[config.mk]
export PLATFORM = sky130hd
export DESIGN_NAME = axis_tx_pattern_gen
export DESIGN_NICKNAME = d
export VERILOG_FILES = /design/src/rtl/axis_tx_pattern_gen.sv
export SDC_FILE = /design/constraint.sdc
export NUM_CORES = 1
export LEC_CHECK = 0
export CORE_MARGIN = 2
export CORE_UTILIZATION = 45
export DETAILED_ROUTE_END_ITERATION = 10
export GPL_ROUTABILITY_DRIVEN = 0
export HOLD_SLACK_MARGIN = 0.03
export PLACE_DENSITY = 0.66
export SLEW_MARGIN = 25
export SYNTH_ARGS = -nofsm -noshare
export SYNTH_HDL_FRONTEND = slang
export SYNTH_SLANG_ARGS = --single-unit
[constraint.sdc]
create_clock -name clk -period 4.1 [get_ports clk]
set_input_delay 0.82 -clock clk [delete_from_list [all_inputs] [get_ports clk]]
set_output_delay 0.82 -clock clk [all_outputs]
set_load 0.05 [all_outputs]
[src/rtl/axis_tx_pattern_gen.sv]
// AXI4-Stream test-frame generator: counted or continuous runs of fixed-length
// frames with a selectable payload pattern and inter-frame gap.
module axis_tx_pattern_gen #(
  parameter int DATA_WIDTH = 64,
  parameter int LEN_WIDTH  = 16,
  parameter int CNT_WIDTH  = 32,
  parameter int GAP_WIDTH  = 8
) (
  input  logic                    clk,
  input  logic                    rstn,
  input  logic                    start,
  input  logic                    stop,
  input  logic [1:0]              mode,
  input  logic [7:0]              fill_byte,
  input  logic [LEN_WIDTH-1:0]    frame_len,
  input  logic [CNT_WIDTH-1:0]    frame_num,
  input  logic [GAP_WIDTH-1:0]    ifg,
  output logic                    busy,
  output logic                    done,
  output logic [CNT_WIDTH-1:0]    frames_sent,
  output logic [LEN_WIDTH-1:0]    tx_size,
  output logic [DATA_WIDTH-1:0]   tx_axis_tdata,
  output logic [DATA_WIDTH/8-1:0] tx_axis_tkeep,
  output logic                    tx_axis_tvalid,
  output logic                    tx_axis_tlast,
  input  logic                    tx_axis_tready
);
  localparam int BYTES = DATA_WIDTH / 8;
  localparam int BSH   = $clog2(BYTES);
  localparam int NREP  = DATA_WIDTH / 32;
  localparam int KW    = LEN_WIDTH + 1;
  localparam logic [31:0] LFSR_TAPS = 32'h8020_0003;

  typedef enum logic [1:0] {S_IDLE, S_SEND, S_GAP, S_DONE} state_t;

  typedef struct packed {
    logic [DATA_WIDTH-1:0] data;
    logic [BYTES-1:0]      keep;
    logic                  last;
  } beat_t;

  // Right-shifting Galois form of x^32+x^22+x^2+x+1.
  function automatic logic [31:0] lfsr_step(input logic [31:0] s);
    return s[0] ? ((s >> 1) ^ LFSR_TAPS) : (s >> 1);
  endfunction

  function automatic beat_t build_beat(input logic [LEN_WIDTH-1:0] beat,
                                       input logic [31:0]          word,
                                       input logic [31:0]          lfsr,
                                       input logic [1:0]           md,
                                       input logic [7:0]           fill,
                                       input logic [LEN_WIDTH-1:0] len);
    beat_t                b;
    logic [LEN_WIDTH-1:0] last_idx;
    logic [BSH-1:0]       rem;
    logic [KW-1:0]        k;
    last_idx = (len - LEN_WIDTH'(1)) >> BSH;
    rem      = len[BSH-1:0];
    b.last   = (beat == last_idx);
    b.data   = '0;
    b.keep   = '0;
    for (int j = 0; j < BYTES; j++) begin
      k = ({1'b0, beat} << BSH) + KW'(j);
      b.keep[j] = !b.last || (rem == '0) || (BSH'(j) < rem);
      case (md)
        2'd1:    b.data[8*j +: 8] = (k < {1'b0, len}) ? k[7:0] : 8'h00;
        2'd3:    b.data[8*j +: 8] = fill;
        default: ;
      endcase
    end
    if (md == 2'd0)      b.data = DATA_WIDTH'(word);
    else if (md == 2'd2) b.data = {NREP{lfsr}};
    return b;
  endfunction

  state_t                r_state;
  logic [1:0]            r_mode;
  logic [7:0]            r_fill;
  logic [LEN_WIDTH-1:0]  r_len;
  logic [CNT_WIDTH-1:0]  r_num;
  logic [GAP_WIDTH-1:0]  r_ifg;
  logic [GAP_WIDTH-1:0]  r_gap;
  logic                  r_stop_pend;
  logic [LEN_WIDTH-1:0]  r_beat;
  logic [31:0]           r_word;
  logic [31:0]           r_lfsr;
  logic                  r_busy;
  logic                  r_done;
  logic [CNT_WIDTH-1:0]  r_frames_sent;
  logic [DATA_WIDTH-1:0] r_tdata;
  logic [BYTES-1:0]      r_tkeep;
  logic                  r_tvalid;
  logic                  r_tlast;

  logic                 w_hs;
  logic                 w_finish;
  logic [CNT_WIDTH-1:0] w_sent_nx;
  logic [LEN_WIDTH-1:0] w_beat_nx;
  logic [31:0]          w_word_nx;
  logic [31:0]          w_lfsr_nx;
  beat_t                w_first;
  beat_t                w_cont;
  beat_t                w_resume;

  assign w_hs      = r_tvalid & tx_axis_tready;
  assign w_sent_nx = r_frames_sent + CNT_WIDTH'(1);
  assign w_finish  = ((r_num != '0) && (w_sent_nx == r_num)) || r_stop_pend || stop;
  assign w_beat_nx = r_tlast ? '0 : r_beat + LEN_WIDTH'(1);
  assign w_word_nx = r_word + 32'd1;
  assign w_lfsr_nx = lfsr_step(r_lfsr);

  // First beat uses the live config inputs since they are latched on the same edge.
  assign w_first  = build_beat('0, 32'd0, r_lfsr, mode, fill_byte, frame_len);
  assign w_cont   = build_beat(w_beat_nx, w_word_nx, w_lfsr_nx, r_mode, r_fill, r_len);
  assign w_resume = build_beat('0, r_word, r_lfsr, r_mode, r_fill, r_len);

  always_ff @(posedge clk or negedge rstn) begin
    if (!rstn) begin
      r_state       <= S_IDLE;
      r_mode        <= '0;
      r_fill        <= '0;
      r_len         <= '0;
      r_num         <= '0;
      r_ifg         <= '0;
      r_gap         <= '0;
      r_stop_pend   <= 1'b0;
      r_beat        <= '0;
      r_word        <= '0;
      r_lfsr        <= 32'h0000_0001;
      r_busy        <= 1'b0;
      r_done        <= 1'b0;
      r_frames_sent <= '0;
      r_tdata       <= '0;
      r_tkeep       <= '0;
      r_tvalid      <= 1'b0;
      r_tlast       <= 1'b0;
    end else begin
      r_done <= 1'b0;
      if (stop && (r_state != S_IDLE)) r_stop_pend <= 1'b1;
      case (r_state)
        S_IDLE: begin
          if (start && (frame_len != '0)) begin
            r_mode        <= mode;
            r_fill        <= fill_byte;
            r_len         <= frame_len;
            r_num         <= frame_num;
            r_ifg         <= ifg;
            r_frames_sent <= '0;
            r_busy        <= 1'b1;
            r_beat        <= '0;
            r_word        <= '0;
            r_tdata       <= w_first.data;
            r_tkeep       <= w_first.keep;
            r_tlast       <= w_first.last;
            r_tvalid      <= 1'b1;
            r_state       <= S_SEND;
          end
        end
        S_SEND: begin
          if (w_hs) begin
            r_word <= w_word_nx;
            r_lfsr <= w_lfsr_nx;
            r_beat <= w_beat_nx;
            if (r_tlast) r_frames_sent <= w_sent_nx;
            if (r_tlast && (w_finish || (r_ifg != '0))) begin
              r_tvalid <= 1'b0;
              r_tkeep  <= '0;
              r_tdata  <= '0;
              r_tlast  <= 1'b0;
              if (w_finish) begin
                r_done  <= 1'b1;
                r_busy  <= 1'b0;
                r_state <= S_DONE;
              end else begin
                r_gap   <= r_ifg;
                r_state <= S_GAP;
              end
            end else begin
              r_tdata <= w_cont.data;
              r_tkeep <= w_cont.keep;
              r_tlast <= w_cont.last;
            end
          end
        end
        S_GAP: begin
          if (r_stop_pend || stop) begin
            r_done  <= 1'b1;
            r_busy  <= 1'b0;
            r_state <= S_DONE;
          end else if (r_gap == GAP_WIDTH'(1)) begin
            r_tdata  <= w_resume.data;
            r_tkeep  <= w_resume.keep;
            r_tlast  <= w_resume.last;
            r_tvalid <= 1'b1;
            r_state  <= S_SEND;
          end else begin
            r_gap <= r_gap - GAP_WIDTH'(1);
          end
        end
        S_DONE: begin
          r_stop_pend <= 1'b0;
          r_state     <= S_IDLE;
        end
        default: r_state <= S_IDLE;
      endcase
    end
  end

  assign busy           = r_busy;
  assign done           = r_done;
  assign frames_sent    = r_frames_sent;
  assign tx_size        = r_len;
  assign tx_axis_tdata  = r_tdata;
  assign tx_axis_tkeep  = r_tkeep;
  assign tx_axis_tvalid = r_tvalid;
  assign tx_axis_tlast  = r_tlast;
endmodule

# Word-level counts from Yosys, hierarchy flattened
# Cells that the tools add are included.
[totals]
ff_bits = 265
input_bits = 71
out_inout_bits = 124
word_cells = 268
[op_classes]
add_sub_neg = 13
magnitude_cmp = 38
n_eq_ne = 23
n_mux = 112
bitwise = 2
n_reduce_logical = 62
[op_table]
columns = ["op", "n"]
rows = [
  ["$mux 64", 11],
  ["$pmux 8 s2", 23],
  ["$pmux 64 s3", 1],
  ["$mux 32", 5],
  ["$mux 8", 20],
  ["$lt 17x16->1", 8],
  ["$lt 3x16->1 const A", 8],
  ["$pmux 32 s2", 2],
  ["$add 17x3->17 const B", 4],
  ["$add 32x1->32 const B", 2],
  ["$lt 2x16->1 const A", 4],
  ["$mux 16", 3],
  ["$add 17x2->17 const B", 2],
  ["$eq 32x32->1", 1],
  ["$logic_not 16->1", 2],
  ["$lt 1x16->1 const A", 2],
  ["$pmux 16 s2", 1],
  ["$reduce_bool 32->1", 1],
  ["$sub 16x1->16 const B", 2],
  ["$logic_or 1x1->1", 31],
  ["$lt 3x3->1 const A", 8],
  ["$mux 3", 8],
  ["$pmux 8 s3", 1],
  ["$mux 1", 23],
  ["30 further kinds", 77],
]

# Longest topological paths before layout
[logic_depth]
ltp_word = 11
mapped_depth = 16
ltp_nobuf = 15

# Least setup slack after synthesis
# Ideal clock, no wire load.
[synth_timing]
path_kind = "reg2reg"
start = "register r_tlast (netlist: tx_axis_tlast)"
end = "register r_tdata[37] (netlist: tx_axis_tdata[37])"
setup_ps = 94
arrival_time_ps = 3960
t_required_ps = 4006
slack_ps = 46
path_stages_with_launch = 15
path_buffers = 1
period_less_slack_ps = 4054
cell_sequence = "dfrtp_1 clkbuf_1 clkinv_1 nand2_1 clkinv_1 ha_1 a21o_1 a21o_1 a221o_1 o21bai_1 a211oi_1 o21ai_0 o22ai_1 nand2_1 a211oi_1"
[synth_between]
elab_chain_cells = 10
word_cells_on_any_way = 11
classes_between = "add/sub (1); order compare (1); mux (8); reduce/logical (1)"
[synth_rtl]
columns = ["element", "line", "text"]
rows = [
  ["from (decl)", "93", "logic r_tlast;"],
  ["from (signal assigned)", "154", "r_tlast <= w_first.last;"],
  ["from (signal assigned)", "181", "r_tlast <= w_cont.last;"],
  ["from (signal assigned)", "193", "r_tlast <= w_resume.last;"],
  ["$mux 16", "108", "assign w_beat_nx = r_tlast ? '0 : r_beat + LEN_WIDTH'(1);"],
  ["$add 17x3->17", "63", "k = ({1'b0, beat} << BSH) + KW'(j);"],
  ["$lt 17x16->1", "66", "2'd1: b.data[8*j +: 8] = (k < {1'b0, len}) ? k[7:0] : 8'h00;"],
  ["$mux 8", "66", ""],
  ["$pmux 8 s2", "65", "case (md)"],
  ["$mux 64", "72", "else if (md == 2'd2) b.data = {NREP{lfsr}};"],
  ["$mux 64", "71", "if (md == 2'd0) b.data = DATA_WIDTH'(word);"],
  ["$mux 64 *", "165", "if (r_tlast && (w_finish || (r_ifg != '0))) begin"],
  ["$mux 64 *", "160", "if (w_hs) begin"],
  ["$pmux 64 s3 *", "140", "case (r_state)"],
  ["to (signal assigned)", "152", "r_tdata <= w_first.data;"],
  ["to (signal assigned)", "179", "r_tdata <= w_cont.data;"],
  ["to (signal assigned)", "191", "r_tdata <= w_resume.data;"],
  ["to (decl)", "90", "logic [DATA_WIDTH-1:0] r_tdata;"],
]
# Every way passes the cells marked *; elsewhere a longest branch is shown, timed or not. The select of a mux whose other input is x is not followed.
# A chain may end at the register's enable or synchronous reset.

# Worst setup path after layout
[layout_timing]
start = "register r_frames_sent[14] (netlist: frames_sent[14])"
end = "register r_tdata[42] (netlist: tx_axis_tdata[42])"
[layout_between]
elab_chain_cells = 10
[layout_rtl]
columns = ["element", "line", "text"]
rows = [
  ["from (decl)", "89", "logic [CNT_WIDTH-1:0] r_frames_sent;"],
  ["from (signal assigned)", "164", "if (r_tlast) r_frames_sent <= w_sent_nx;"],
  ["$add 32x1->32", "106", "assign w_sent_nx = r_frames_sent + CNT_WIDTH'(1);"],
  ["$eq 32x32->1", "107", "assign w_finish = ((r_num != '0) && (w_sent_nx == r_num)) || r_stop_pend || stop;"],
  ["$logic_and 1x1->1", "107", ""],
  ["$logic_or 1x1->1 (2 in a row)", "107", ""],
  ["$logic_or 1x1->1", "165", ""],
  ["$logic_and 1x1->1", "165", ""],
  ["$mux 64", "165", ""],
  ["$mux 64", "160", ""],
  ["$pmux 64 s3", "140", ""],
]
# No other way between the ends. The select of a mux whose other input is x is not followed.

==> results.tsv <==
metric	value	unit
outcome	finished, final reports clean	
areaGrowthSynthToFinish	24.34	%
start_kind	flop	
layout_commonest_cell	o21ai_0	
synthAdderAreaFrac	1.622	%
wl_per_cell	23.50	µm
synth-simple-area-share	19.92	%
peakVddDrop	487.5	µV
avgSynthCellArea	8.267	µm²
cts_tree	done	
synthCells	2146	
yosys.area_share.xor_xnor	4.436	%
first_iter_violations	2474	
cts_root_buf	clkbuf_16	
final_cell_mix	o21ai_0, nand2_1, dfrtp_1	
htree_levels	2	
path_max_fanout	26	
cts.reportedPaths.clkPinSlew	0.06	ns
coreArea	38830	µm²
yosys.area.top_type_share	37.24	%
crit_buf_inv	1	
post-route-min-period	3.939	ns
grt_usage	32.58	%
cp_cell_sequence	nand4_1 -> or3_1 -> or4_1 -> a211oi_1 -> nand4_1 -> o41ai_4 -> nand2_2 -> buf_4 -> a211oi_1 -> nor3_1	
clk_latency	0.56	ns
synth-async-reset-ratio	100.0	%
power_density	822.5	nW/µm²
worst_slack	0.1614	ns
grt_pass1_wl	104800	µm
drive_gt1_share	13.18	%
setup_tns	0	ns
ys_ff_latch	265	
end_kind	flop	
dp_slack	0.09693	ns
crit-reg2reg-launch	frames_sent[14]$_DFFE_PN0P_	
finalNetCount	2437	
power.leakage	8.793	nW
ys_types	88	
power	0.01814	W
route.detailed.drc	0	
cp_data_required_time	4.52	ns
cts_buffer_depth	3	
rrSetupSlack	0.16	ns
worst_pin_slew	0.9023	ns
r2r_cells	10	
max_stage_delay	0.60	ns
setup_viol	0	
synth_top_family_by_area	compound AO/OA/AOI/OAI gates	
clkSinkCount	265	
synth_top_area_cell	dfrtp_1	
syn_nets	2240	
placementRows	72	
min_path_type	in -> async	
grt-ovfl-total	0	
cts_buffers	34	
die_w	202.6	µm
drv_cap	0	
dp.final_hpwl	48860	µm
path_delay_family	simple AND/OR/NAND/NOR gates	
antenna_found_initial	2	
grt_pass1_vias	17750	
grt_max_degree	104	
cp_slowest_cell	dfrtp_1	
fmax	0.2539	GHz
yosysSeqAreaShare	37.38	%
yosysWarnings	0	
synth.area.top_cells	dfrtp_1, o21ai_0, nand2_1	
num_io_pins	195	
finalCritPeriodShare	96.06	%
rr_endpoint	tx_axis_tdata[42]$_DFFE_PN0P_	
die_h	202.6	µm
start_util	45.69	%
muxShareOfSynthArea	6.340	%
dr.pass1.iters	8	
holdBufCountCts	0	
wl	67840	µm
syn-cell-area	17740	µm²
port_buffers	194	
vias	18590	
synth-edff-count	0	
cp.arrival	4.36	ns
ys.flop_type	dfrtp_1	
maxSlewHeadroom	39.85	%
drtAntennaViolNets	0	
hold_viol_final	0	
vias_per_cell	6.440	
slew_violations	0	
synth_compound_area_share	25.13	%
finClkSkew	0.03432	ns
dieArea	41030	µm²
path_class	reg -> reg	
-- timing repair --
| action | in CTS | in global routing |
|---|---|---|
| resized for setup | 0 | 9 |
| setup endpoints to repair | 0 | 13 |
| hold endpoints to repair | 0 | 0 |
| buffers inserted | 0 | 1 |
-- cell type report --
class / count / area (µm²)
multi-input cells: 1650 / 10260
inverters: 72 / 270.3
flip-flops and latches: 265 / 6638
clock buffers: 49 / 998.5
repair buffers: 320 / 3080
clock inverters: 12 / 166.4
fillers: 3555 / 16770
well taps: 518 / 648.1
diodes: 1 / 2.502
-- how the worst max path moves through the flow --
stage                                           start                            end  cells after the start
after floorplan             tx_axis_tlast$_DFFE_PN0P_  tx_axis_tdata[37]$_DFFE_PN0P_                     14
after global routing            r_beat[3]$_DFFE_PN0P_  tx_axis_tdata[52]$_DFFE_PN0P_                     12
after detailed placement        r_beat[2]$_DFFE_PN0P_  tx_axis_tdata[52]$_DFFE_PN0P_                     12
after global placement          r_beat[2]$_DFFE_PN0P_  tx_axis_tdata[52]$_DFFE_PN0P_                     12
final                     frames_sent[14]$_DFFE_PN0P_  tx_axis_tdata[42]$_DFFE_PN0P_                     10
after CTS                       r_beat[2]$_DFFE_PN0P_  tx_axis_tdata[52]$_DFFE_PN0P_                     12
-- layer usage --
| metal | vias up | part of all wire [%] | track usage, % |
|---|---|---|---|
| li1 | 8302 | - | - |
| met1 | 8817 | 41 | 44.83 |
| met2 | 1225 | 42 | 48.10 |
| met3 | 247 | 11 | 8.315 |
| met4 | 2 | 5.2 | 15.02 |
| met5 | - | 0.013 | 0 |
-- registers in the layout, indices dropped and copies added, names as in the netlist, 16 cells and up --
name and cells:
r_beat 16, tx_size 16, r_num 32, frames_sent 32, r_lfsr 32, r_word 32
tx_axis_tdata 64
-- worst register-to-register path, delay by kind of cell (launching register included) --
kind | cells | cell delay (ns)
buf+inv | 1 | 0.30
flops | 1 | 0.60
simple gates | 6 | 1.78
compound gates | 3 | 1.13
-- logic make-up after synthesis --
family	after synthesis
DFF	265
xor gates and xnor gates	89
and+or+nand+nor	726
muxes	102
buffers and inverters	231
AOI/OAI and AO/OA	710
adders and majority gates	23
-- Yosys cell counts (6+ instances only) --
cell type and number:
ha_1 23, and3_1 33, and4_1 17, xor2_1 28, o221ai_1 12, or3_1 23
o22ai_1 18, a311oi_1 13, o31ai_1 43, o21ai_1 6, nand4_1 38, nor3_1 39
a211oi_1 16, o211a_1 8, a21boi_0 14, nand2_1 261, mux2i_1 22, o21a_1 7
o21ai_0 265, nor2_1 141, buf_4 6, a21oi_1 136, buf_1 12, dfrtp_1 264
and2_1 18, or2_2 12, a221o_1 10, clkbuf_1 133, a31o_2 6, nor4_1 32
or4_1 11, a22o_1 10, a22oi_1 10, a31oi_1 41, nand3_1 69, a21o_1 17
a41oi_1 10, nand2b_1 9, xnor2_1 60, inv_1 65, mux2_2 79, o211ai_1 16
-- stage by stage --
stage | instances | hold slack, ns | instance area, µm² | util, %
5_1_grt | 2886 | 0.3667 | 22060 | 56.81
6_report | 2887 | 0.3128 | 22060 | 56.82
2_1_floorplan | 2146 | 0.4498 | 17740 | -
4_1_cts | 2885 | 0.3513 | 22010 | 56.68
3_5_place_dp | 2824 | 0.4737 | 20840 | 53.68
3_3_place_gp | 2824 | 0.4667 | 20840 | 53.68
-- report_power, final --
part           switching, W  internal (W)  total (W)
Combinational       0.00695       0.00376     0.0107
Sequential         0.000837       0.00344    0.00427
Clock               0.00122       0.00194    0.00316
Power figures use the tool's default switching activity.
